## config.mk

```make
export PLATFORM = sky130hd
export DESIGN_NAME = watch_disp_scan
export DESIGN_NICKNAME = d
export VERILOG_FILES = /design/src/rtl/watch_pkg.sv /design/src/rtl/bcd_to_seg7.sv /design/src/rtl/watch_disp_scan.sv
export SDC_FILE = /design/constraint.sdc
export NUM_CORES = 1
export LEC_CHECK = 0
export CAP_MARGIN = 20
export CORE_UTILIZATION = 58
export DETAILED_ROUTE_END_ITERATION = 7
export GPL_TIMING_DRIVEN = 0
export PLACE_DENSITY = 0.81
export SYNTH_ARGS = -nofsm -noshare
export SYNTH_HDL_FRONTEND = slang
export SYNTH_SLANG_ARGS = --single-unit
```

## constraint.sdc

```tcl
create_clock -name clk -period 4.5 [get_ports clk]
set_input_delay 0.9 -clock clk [delete_from_list [all_inputs] [get_ports clk]]
set_output_delay 0.9 -clock clk [all_outputs]
set_load 0.01 [all_outputs]
```

## src/rtl/watch_pkg.sv

```systemverilog
// rtl/watch_pkg.sv - segment codes, anode constants and digit-slot type for the watch display
package watch_pkg;

    localparam logic [6:0] SEG_0    = 7'h3F;
    localparam logic [6:0] SEG_1    = 7'h06;
    localparam logic [6:0] SEG_2    = 7'h5B;
    localparam logic [6:0] SEG_3    = 7'h4F;
    localparam logic [6:0] SEG_4    = 7'h66;
    localparam logic [6:0] SEG_5    = 7'h6D;
    localparam logic [6:0] SEG_6    = 7'h7D;
    localparam logic [6:0] SEG_7    = 7'h07;
    localparam logic [6:0] SEG_8    = 7'h7F;
    localparam logic [6:0] SEG_9    = 7'h6F;
    localparam logic [6:0] SEG_DASH = 7'h40;
    localparam logic [6:0] SEG_OFF  = 7'h00;
    localparam logic [3:0] AN_OFF   = 4'hF;

    // Slot order right to left: minutes units first, hours tens last.
    typedef enum logic [1:0] {
        IDX_MIN1   = 2'd0,
        IDX_MIN10  = 2'd1,
        IDX_HOUR1  = 2'd2,
        IDX_HOUR10 = 2'd3
    } digit_idx_t;

endpackage

```

## src/rtl/bcd_to_seg7.sv

```systemverilog
// rtl/bcd_to_seg7.sv - BCD digit to active-high {g..a} segment pattern, non-BCD shows a dash
module bcd_to_seg7
    import watch_pkg::*;
(
    input  logic [3:0] digit,
    output logic [6:0] seg
);

    always_comb begin
        seg = SEG_DASH;
        case (digit)
            4'd0: seg = SEG_0;
            4'd1: seg = SEG_1;
            4'd2: seg = SEG_2;
            4'd3: seg = SEG_3;
            4'd4: seg = SEG_4;
            4'd5: seg = SEG_5;
            4'd6: seg = SEG_6;
            4'd7: seg = SEG_7;
            4'd8: seg = SEG_8;
            4'd9: seg = SEG_9;
            default: seg = SEG_DASH;
        endcase
    end

endmodule

```

## src/rtl/watch_disp_scan.sv

```systemverilog
// rtl/watch_disp_scan.sv - 4-digit multiplexed 7-segment scanner with per-frame snapshot
// Optional build macro: DISP_LZB_EN (blank a leading zero in the hours tens slot).
module watch_disp_scan
    import watch_pkg::*;
#(
    parameter int SCAN_DIV  = 50000,
    parameter int BLANK_CYC = 4
) (
    input  logic       clk,
    input  logic       rst,
    input  logic [3:0] hour_10,
    input  logic [3:0] hour1,
    input  logic [3:0] min_10,
    input  logic [3:0] min1,
    input  logic       colon,
    output logic [6:0] seg,
    output logic       dp,
    output logic [3:0] an,
    output logic       frame_st
);

    localparam int CW = (SCAN_DIV > 2) ? $clog2(SCAN_DIV) : 1;

    logic [CW-1:0] cnt;
    digit_idx_t    idx;
    logic [15:0]   snap;
    logic          colon_snap;

    logic          cnt_last;
    logic          blank;
    logic          load;
    logic          suppress;
    logic [3:0]    cur_digit;
    logic [6:0]    dec_seg;
    logic [6:0]    seg_n;
    logic [3:0]    an_n;
    logic          dp_n;

    assign cnt_last = (cnt == CW'(SCAN_DIV - 1));
    assign blank    = (cnt < CW'(BLANK_CYC));
    assign load     = (cnt == '0) && (idx == IDX_MIN1);

    always_comb begin
        cur_digit = snap[3:0];
        case (idx)
            IDX_MIN1:   cur_digit = snap[3:0];
            IDX_MIN10:  cur_digit = snap[7:4];
            IDX_HOUR1:  cur_digit = snap[11:8];
            IDX_HOUR10: cur_digit = snap[15:12];
            default:    cur_digit = snap[3:0];
        endcase
    end

    bcd_to_seg7 u_dec (
        .digit (cur_digit),
        .seg   (dec_seg)
    );

`ifdef DISP_LZB_EN
    assign suppress = (idx == IDX_HOUR10) && (snap[15:12] == 4'd0);
`else
    assign suppress = 1'b0;
`endif

    // Anodes stay off at the head of every slot so the previous digit cannot ghost.
    always_comb begin
        an_n  = AN_OFF;
        seg_n = SEG_OFF;
        dp_n  = 1'b0;
        if (!blank && !suppress) begin
            an_n  = ~(4'b0001 << idx);
            seg_n = dec_seg;
            dp_n  = (idx == IDX_HOUR1) && colon_snap;
        end
    end

    always_ff @(posedge clk) begin
        if (!rst) begin
            cnt        <= '0;
            idx        <= IDX_MIN1;
            snap       <= 16'h0;
            colon_snap <= 1'b0;
            seg        <= SEG_OFF;
            dp         <= 1'b0;
            an         <= AN_OFF;
            frame_st   <= 1'b0;
        end else begin
            cnt <= cnt_last ? '0 : cnt + 1'b1;
            if (cnt_last) begin
                idx <= digit_idx_t'(idx + 2'd1);
            end
            if (load) begin
                snap       <= {hour_10, hour1, min_10, min1};
                colon_snap <= colon;
            end
            frame_st <= load;
            seg      <= seg_n;
            dp       <= dp_n;
            an       <= an_n;
        end
    end

endmodule

```

Word level (Yosys, flattened, before mapping). Memories as Yosys holds them, arrays and structs flattened. A register that Yosys moved wholly into a read port is not among the register bits. Cells that the tools add are included.

Bits in registers: 41. Bits in read-only memories: 112. Input bits: 19. Output and inout port bits: 13. Word-level logic and storage cells: 25. Memories: 1.

Memories: (name not given) (depth 16, width 7, rd ports 1, clocked after Yosys merged registers in 1, wr ports 0, RTL line bcd_to_seg7.sv:11) `case (digit)`.

Add/sub/neg operators: 2. Magnitude comparators: 1. Eq/ne operators: 4. Shift operators: 1. Mux-type cells: 1. Bitwise operators: 2. Reduce and logical (&&, ||, !) cells: 6.

Operators with widths (number): 16-bit by 1-bit adder with 16-bit output, second input constant (1); 16-bit equality test, second input constant (1); 16-bit zero test (1); 16-bit by 3-bit less-than comparator with 1-bit output, second input constant (1); 4-bit one-hot mux with 4 select lines (1); 2-bit equality test, second input constant (2); 4-bit NOT (1); 2-bit OR reduction (2); 1-bit by 2-bit << shifter with 4-bit output, first input constant (1); 2-bit by 1-bit adder with 2-bit output, second input constant (1); 2-bit by 1-bit equality test with 1-bit output, second input constant (1); 1-bit logical AND (2); 2-bit zero test (1); 1-bit NOT (1).

Logic depth before layout (Yosys ltp). Gate-level depths: netlist of the first run.

Word-level depth: 2. Mapped depth: 9. Gate-level depth less buffers: 9.

Hierarchy. A second synthesis of the first run with hierarchy kept.

Cell total of the unflattened synthesis: 250. Area total of the unflattened synthesis: 2321.0 um^2.

By module, submodules not included: watch_disp_scan (times used 1, cells an instance 221, area an instance 2093.3 um^2, sequential area each 960.9 um^2); bcd_to_seg7 (times used 1, cells an instance 29, area an instance 227.7 um^2, sequential area each 0.0 um^2).

Least setup slack after synthesis of the first run. OpenSTA, ideal clock, no wires.

Path kind: register to register. From: register idx[1]. To: register seg[6]. Library setup time: 70 ps. Data arrival time: 1854 ps. Required time: 4430 ps. Slack: 2576 ps. Cell stages (with the launch flop): 9. Path buffers: 0. Clock period less this slack: 1924 ps. Path through: dfxtp_1 -> inv_1 -> ha_1 -> a222oi_1 -> mux2_2 -> inv_1 -> ha_1 -> mux2_2 -> a21oi_1.

Longest elaborated chain between the ends: 2. Elaborated cells on any way between the ends: 5. Those cells by class: 3 x eq/ne; 1 x mux; 1 x reduce/logical.

RTL lines: from (decl) (RTL line watch_disp_scan.sv:25) `digit_idx_t idx;`; from (signal assigned) (RTL line watch_disp_scan.sv:90) `idx <= digit_idx_t'(idx + 2'd1);`; 2-bit equality test, or another cell as far along (RTL line watch_disp_scan.sv:45) `case (idx)`; 4-bit one-hot mux with 4 select lines * (RTL line watch_disp_scan.sv:45); to (decl) (RTL line watch_disp_scan.sv:16) `output logic [6:0] seg,`.

Mark *: on every way between the ends. The rest lies on a longest branch, timed or not. A chain may end at the register's enable or synchronous reset.

Worst setup path in the final report of the first run.
From: register idx[0]. To: register seg[6].

The elaborated chain is that of the path after synthesis.

==> summary.txt, run 1 <==
status - complete, no violations
routability cong. - 0.843
Antenna Nets Post-Route - 0
gr usage total - 0.254
Multi-input gate area - 1140 um^2
share of layout cells above drive strength 1 - 0.0871
full die area - 4100 um^2
drt first pass iters - 5
Leak Pwr - 1.08 nW
row cnt - 22
TritonCTS clock tree - built
final setup fails - 0
Fmax achieved - 0.428 GHz
synth-to-layout area growth - 20.7%
WHS - 0.475 ns
Hold-fix buffers, CTS - 0
Synth cell types - 36
Tmin final - 2.34 ns
Yosys Warn Count - 0
Rel. slew slack - 0.522
Nets - 317
RSZ-0062 raised after global routing - false
Vias per Instance - 5.64
final period utilization - 0.519
Post-CTS Resized - 0
clk sinks - 48
via count - 1,889
Routed WL - 4580 um
crit start category - flop
fill count - 289
CP arrival - 2.58 ns
average wire per standard cell - 13.7 um
DRC violations left - 0
worst hold path endpoint - cnt[0]
area leader, netlist - dfxtp_1
H-tree levels - 2
FF/Latch Area - 961 um^2
DRT iter0 DRCs - 86
Avg Inst Size Synth - 8.99 um^2
reg2reg path depth - 8
R2R Setup Slk - 2.16 ns
top post-synthesis cells by area - dfxtp_1 43%, ha_1 6.7%, a21oi_1 6.3%, nand3_1 5.6%, o21ai_0 5.2%
worst-path maximum fanout - 9
most instantiated cells after synthesis - 48 x dfxtp_1, 28 x a21oi_1, 25 x nand3_1, 23 x o21ai_0, 14 x inv_1
# IOs - 32
number of flops mapped to enable cells by yosys - 0
pwr dens - 309 nW/um^2
Cells after Synth - 248
vias in the first global route - 1,759
WS Path Type - reg -> reg
Clk pin slew, worst setup/hold paths - 0.08 ns
worst r2r src - idx[0]
grt ovf - 0
register bit total from synthesis - 48
Peak supply drop - 0.237 mV
synthesized cell area - 2230 um^2
r2r endpoint - seg[6]
Max Cap Viol - 0
PnR Total Power - 831 uW
die height - 64 um
initial antenna violation count - 0
first-pass GRT wire length - 7980 um
setup tns final - 0 ns
Die W - 64 um
core area - 3660 um^2
Slew Viols, Final - 0
Worst Hold Class - reg -> reg
root buf cell - clkbuf_8
Critical Path RT - 4.74 ns
post-CTS setup buffer count - 0
ys flop type - dfxtp_1
Hold Startpoint - cnt[0]
FFs w/ async S/R, synth - 0
Clk Latency, worst-skew pair - 0.30 ns
Post-DP HPWL - 3390 um
Setup Skew - 0.00587 ns
worst-margin pin slew - 0.707 ns
syn_nets - 279
Final Hold Fails - 0
Hold Path Cell Cnt - 1
top-area cell type share of the netlist area - 0.431
maximum root-to-sink buffer count - 2
initial core utilization - 0.609
post-synthesis sequential area ratio - 0.431
largest net degree at the start of global routing - 14
Crit. End Element - flop
most frequent cell after synthesis - dfxtp_1
Buffers on Ports - 31
total CTS buffers - 5
Inserted Diodes - 0
[layout make-up]
type / instances / area share
repair buffers: 31 / 0.115
inverters: 14 / 0.0195
plain buffers: 13 / 0.0284
multi-input cells: 173 / 0.424
well taps: 48 / 0.0223
flip-flops and latches: 48 / 0.357
clock buffers: 8 / 0.0335
[cells by family after synthesis]
logic type	count (synthesis)	synth area share
and+or+nand+nor	79	0.205
AOI/OAI and AO/OA	64	0.162
DFF	48	0.431
buffers and inverters	27	0.0578
adders and majority gates	12	0.0673
xor gates and xnor gates	11	0.0432
muxes	7	0.0337
[cell usage in the layout (no fill, tap or decap), drive strengths merged, types with 3 or more instances in the layout]
| cell | n |
|---|---|
| inv | 14 |
| o22ai | 3 |
| xnor2 | 3 |
| clkbuf | 13 |
| nor2 | 13 |
| buf | 8 |
| or3 | 5 |
| o21ai | 24 |
| xor2 | 8 |
| clkdlybuf4s50 | 31 |
| nand3 | 25 |
| and3 | 6 |
| and2 | 4 |
| nand2 | 11 |
| mux2 | 4 |
| nand4 | 7 |
| mux2i | 3 |
| nor3 | 3 |
| a222oi | 3 |
| ha | 12 |
| dfxtp | 48 |
| a21oi | 28 |
[stage by stage]
| stage | setup slack, ns | util | instance area (um^2) | std cells |
|---|---|---|---|---|
| floorplan | 2.58 | - | 2230 | 248 |
| global placement | 1.87 | 0.710 | 2600 | 327 |
| detailed placement | 1.86 | 0.710 | 2600 | 327 |
| CTS | 2.18 | 0.735 | 2690 | 335 |
| global route | 1.97 | 0.735 | 2690 | 335 |
| finish | 2.16 | 0.735 | 2690 | 335 |
[state kept, by name (all words and copies together) (netlist names)]
name        cells
cnt            16
snap           16
seg             7
an              4
idx             2
colon_snap      1
dp              1
frame_st        1
[worst max-delay path by stage]
stage,from,to,slack (ns),cells after the start
after floorplan,idx[1],seg[6],2.58,8
after global placement,rst,seg[0],1.87,5
after detailed placement,rst,seg[0],1.86,5
after CTS,rst,seg[0],2.18,5
after global routing,idx[0],seg[6],1.97,8
final,idx[0],seg[6],2.16,8
[where the power goes]
group	internal, mW	switching [mW]
clock network	0.125	0.138
registers	0.444	0.0102
logic	0.0533	0.0603
total	0.623	0.208
[routing by layer]
layer  routed length, um  global-route usage
met1                2200               0.328
met2                2100               0.416
met3                 213              0.0589
met4                  62              0.0852
met5                   0                   0
[worst max-delay path, cell delays in order, from the launching register on]
cell	delay, ns
dfxtp_1	0.41
inv_1	0.09
ha_1	0.30
a222oi_1	0.40
mux2_2	0.35
inv_1	0.11
ha_1	0.23
mux2_2	0.26
a21oi_1	0.13
Note: power is estimated with default switching activity, not from simulation.
==> run 2, diff against run 1 <==
--- a/config.mk
+++ b/config.mk
@@ -6,10 +6,10 @@
 export NUM_CORES = 1
 export LEC_CHECK = 0
 export CAP_MARGIN = 20
-export CORE_UTILIZATION = 58
+export CORE_UTILIZATION = 48
 export DETAILED_ROUTE_END_ITERATION = 7
 export GPL_TIMING_DRIVEN = 0
-export PLACE_DENSITY = 0.81
+export PLACE_DENSITY = 0.72
 export SYNTH_ARGS = -nofsm -noshare
 export SYNTH_HDL_FRONTEND = slang
 export SYNTH_SLANG_ARGS = --single-unit
==> constraint.sdc (replaced) <==
create_clock -name clk -period 1.95 [get_ports clk]
set_input_delay 0.39 -clock clk [delete_from_list [all_inputs] [get_ports clk]]
set_output_delay 0.39 -clock clk [all_outputs]
set_load 0.01 [all_outputs]
==> summary.txt, run 2 (same netlist as run 1, synthesis figures left out) <==
RSZ-0062 raised after global routing - true
CP arrival - 2.20 ns
DRT iter0 DRCs - 121
Largest regs - cnt x16, snap x16, seg x7
initial core utilization - 0.505
Antenna Nets Post-Route - 0
Peak supply drop - 0.464 mV
worst-margin pin slew - 0.658 ns
final period utilization - 1.01
share of layout cells above drive strength 1 - 0.157
full die area - 4920 um^2
# IOs - 32
Routed WL - 4530 um
Max Cap Viol - 0
Tmin final - 1.97 ns
grt ovf - 0
vias in the first global route - 1,698
Vias per Instance - 5.57
maximum root-to-sink buffer count - 2
status - finished with violations
routability cong. - 0.799
most common library cell in the layout ignoring fill and taps - dfxtp_1
Inserted Diodes - 0
core area - 4410 um^2
root buf cell - clkbuf_8
clk sinks - 48
largest net degree at the start of global routing - 15
Slew Viols, Final - 0
Buffers on Ports - 31
crit start category - flop
pwr dens - 681 nW/um^2
Cells after DPL - 331
Setup Skew - 0.00974 ns
drt first pass iters - 4
synth-to-layout area growth - 27.2%
failing checks - negative setup slack
total CTS buffers - 5
worst-path maximum fanout - 6
most frequent cells in the layout - 46 x dfxtp_1, 31 x clkdlybuf4s50_1, 28 x a21oi_1
Die W - 70.2 um
PnR Total Power - 1.93 mW
setup tns final - -0.0182 ns
Critical Path RT - 2.18 ns
Leak Pwr - 1.13 nW
average wire per standard cell - 13.1 um
H-tree levels - 2
Post-DP HPWL - 3170 um
final setup fails - 1
first-pass GRT wire length - 7650 um
die height - 70.2 um
TritonCTS clock tree - built
initial antenna violation count - 0
gr usage total - 0.192
Fmax achieved - 0.508 GHz
Crit. End Element - flop
Place WS - -0.310 ns
WS Path Type - reg -> reg
via count - 1,921
Hold-fix buffers, CTS - 0
Rel. slew slack - 0.556
Nets - 323
DRC violations left - 0
Clk Latency, worst-skew pair - 0.30 ns
Final Hold Fails - 0
Final WS setup - -0.0182 ns
Clk pin slew, worst setup/hold paths - 0.08 ns
Worst Hold Class - reg -> reg
row cnt - 24
Final Non-Filler Cells - 345
-- run 2: area by class of cell --
cell class / instances / area, um^2
buffer: 12 / 71.3
clock buffer: 6 / 82.6
clock inverter: 2 / 10.0
fill: 371 / 1580
inverter: 14 / 57.6
multi-input combinational: 173 / 1210
sequential: 48 / 968
tap: 52 / 65.1
timing repair buffer: 38 / 374
-- run 2: through the flow --
step	hold WS, ns	instance area (um^2)	utilization
final	0.472	2840	0.643
after global routing	0.501	2840	0.643
after CTS	0.477	2790	0.633
after detailed placement	0.458	2610	0.590
after global placement	0.456	2610	0.590
after floorplan	0.437	2230	-
-- run 2: what timing repair did --
item | 4_1_cts | 5_1_grt
resized for setup | 22 | 4
hold endpoints to repair | 0 | 0
setup buffers | 4 | 3
cloned | 0 | 0
pin swaps | 6 | 8
setup endpoints to repair | 7 | 7
-- run 2: worst paths after layout --
kind               start  endpoint  slack [ns]  cells after the start
hold reg to reg   cnt[0]    cnt[0]        0.47                      1
setup / recovery  idx[1]    seg[6]       -0.02                      6
setup reg to reg  idx[1]    seg[6]       -0.02                      6
hold / removal    cnt[0]    cnt[0]        0.47                      1
-- run 2: power breakdown --
part	internal (mW)	switching (mW)	leakage (nW)
Sequential	1.02	0.0242	0.393
Combinational	0.142	0.147	0.688
Clock	0.283	0.315	0.0510
-- run 2: routing by layer --
layer | wire [um] | GRT usage | share of wire
met1 | 2280 | 0.259 | 0.50
met2 | 2030 | 0.306 | 0.45
met3 | 177 | 0.0433 | 0.039
met4 | 42 | 0.0578 | 0.0093
met5 | 0 | 0 | 0
-- run 2: worst max-delay path, cell delays in order, from the launching register on --
cell,delay (ns)
dfxtp_4,0.39
inv_4,0.05
ha_4,0.17
a222oi_1,0.49
mux2_2,0.34
mux2_2,0.35
a21oi_1,0.11
==> run 3, diff against run 2 <==
--- a/config.mk
+++ b/config.mk
@@ -9,6 +9,7 @@
 export CORE_UTILIZATION = 48
 export DETAILED_ROUTE_END_ITERATION = 7
 export GPL_TIMING_DRIVEN = 0
+export HOLD_SLACK_MARGIN = 0.05
 export PLACE_DENSITY = 0.72
 export SYNTH_ARGS = -nofsm -noshare
 export SYNTH_HDL_FRONTEND = slang
==> results of run 3 <==
Final layout, timing and power as in run 2 (identical DEF).
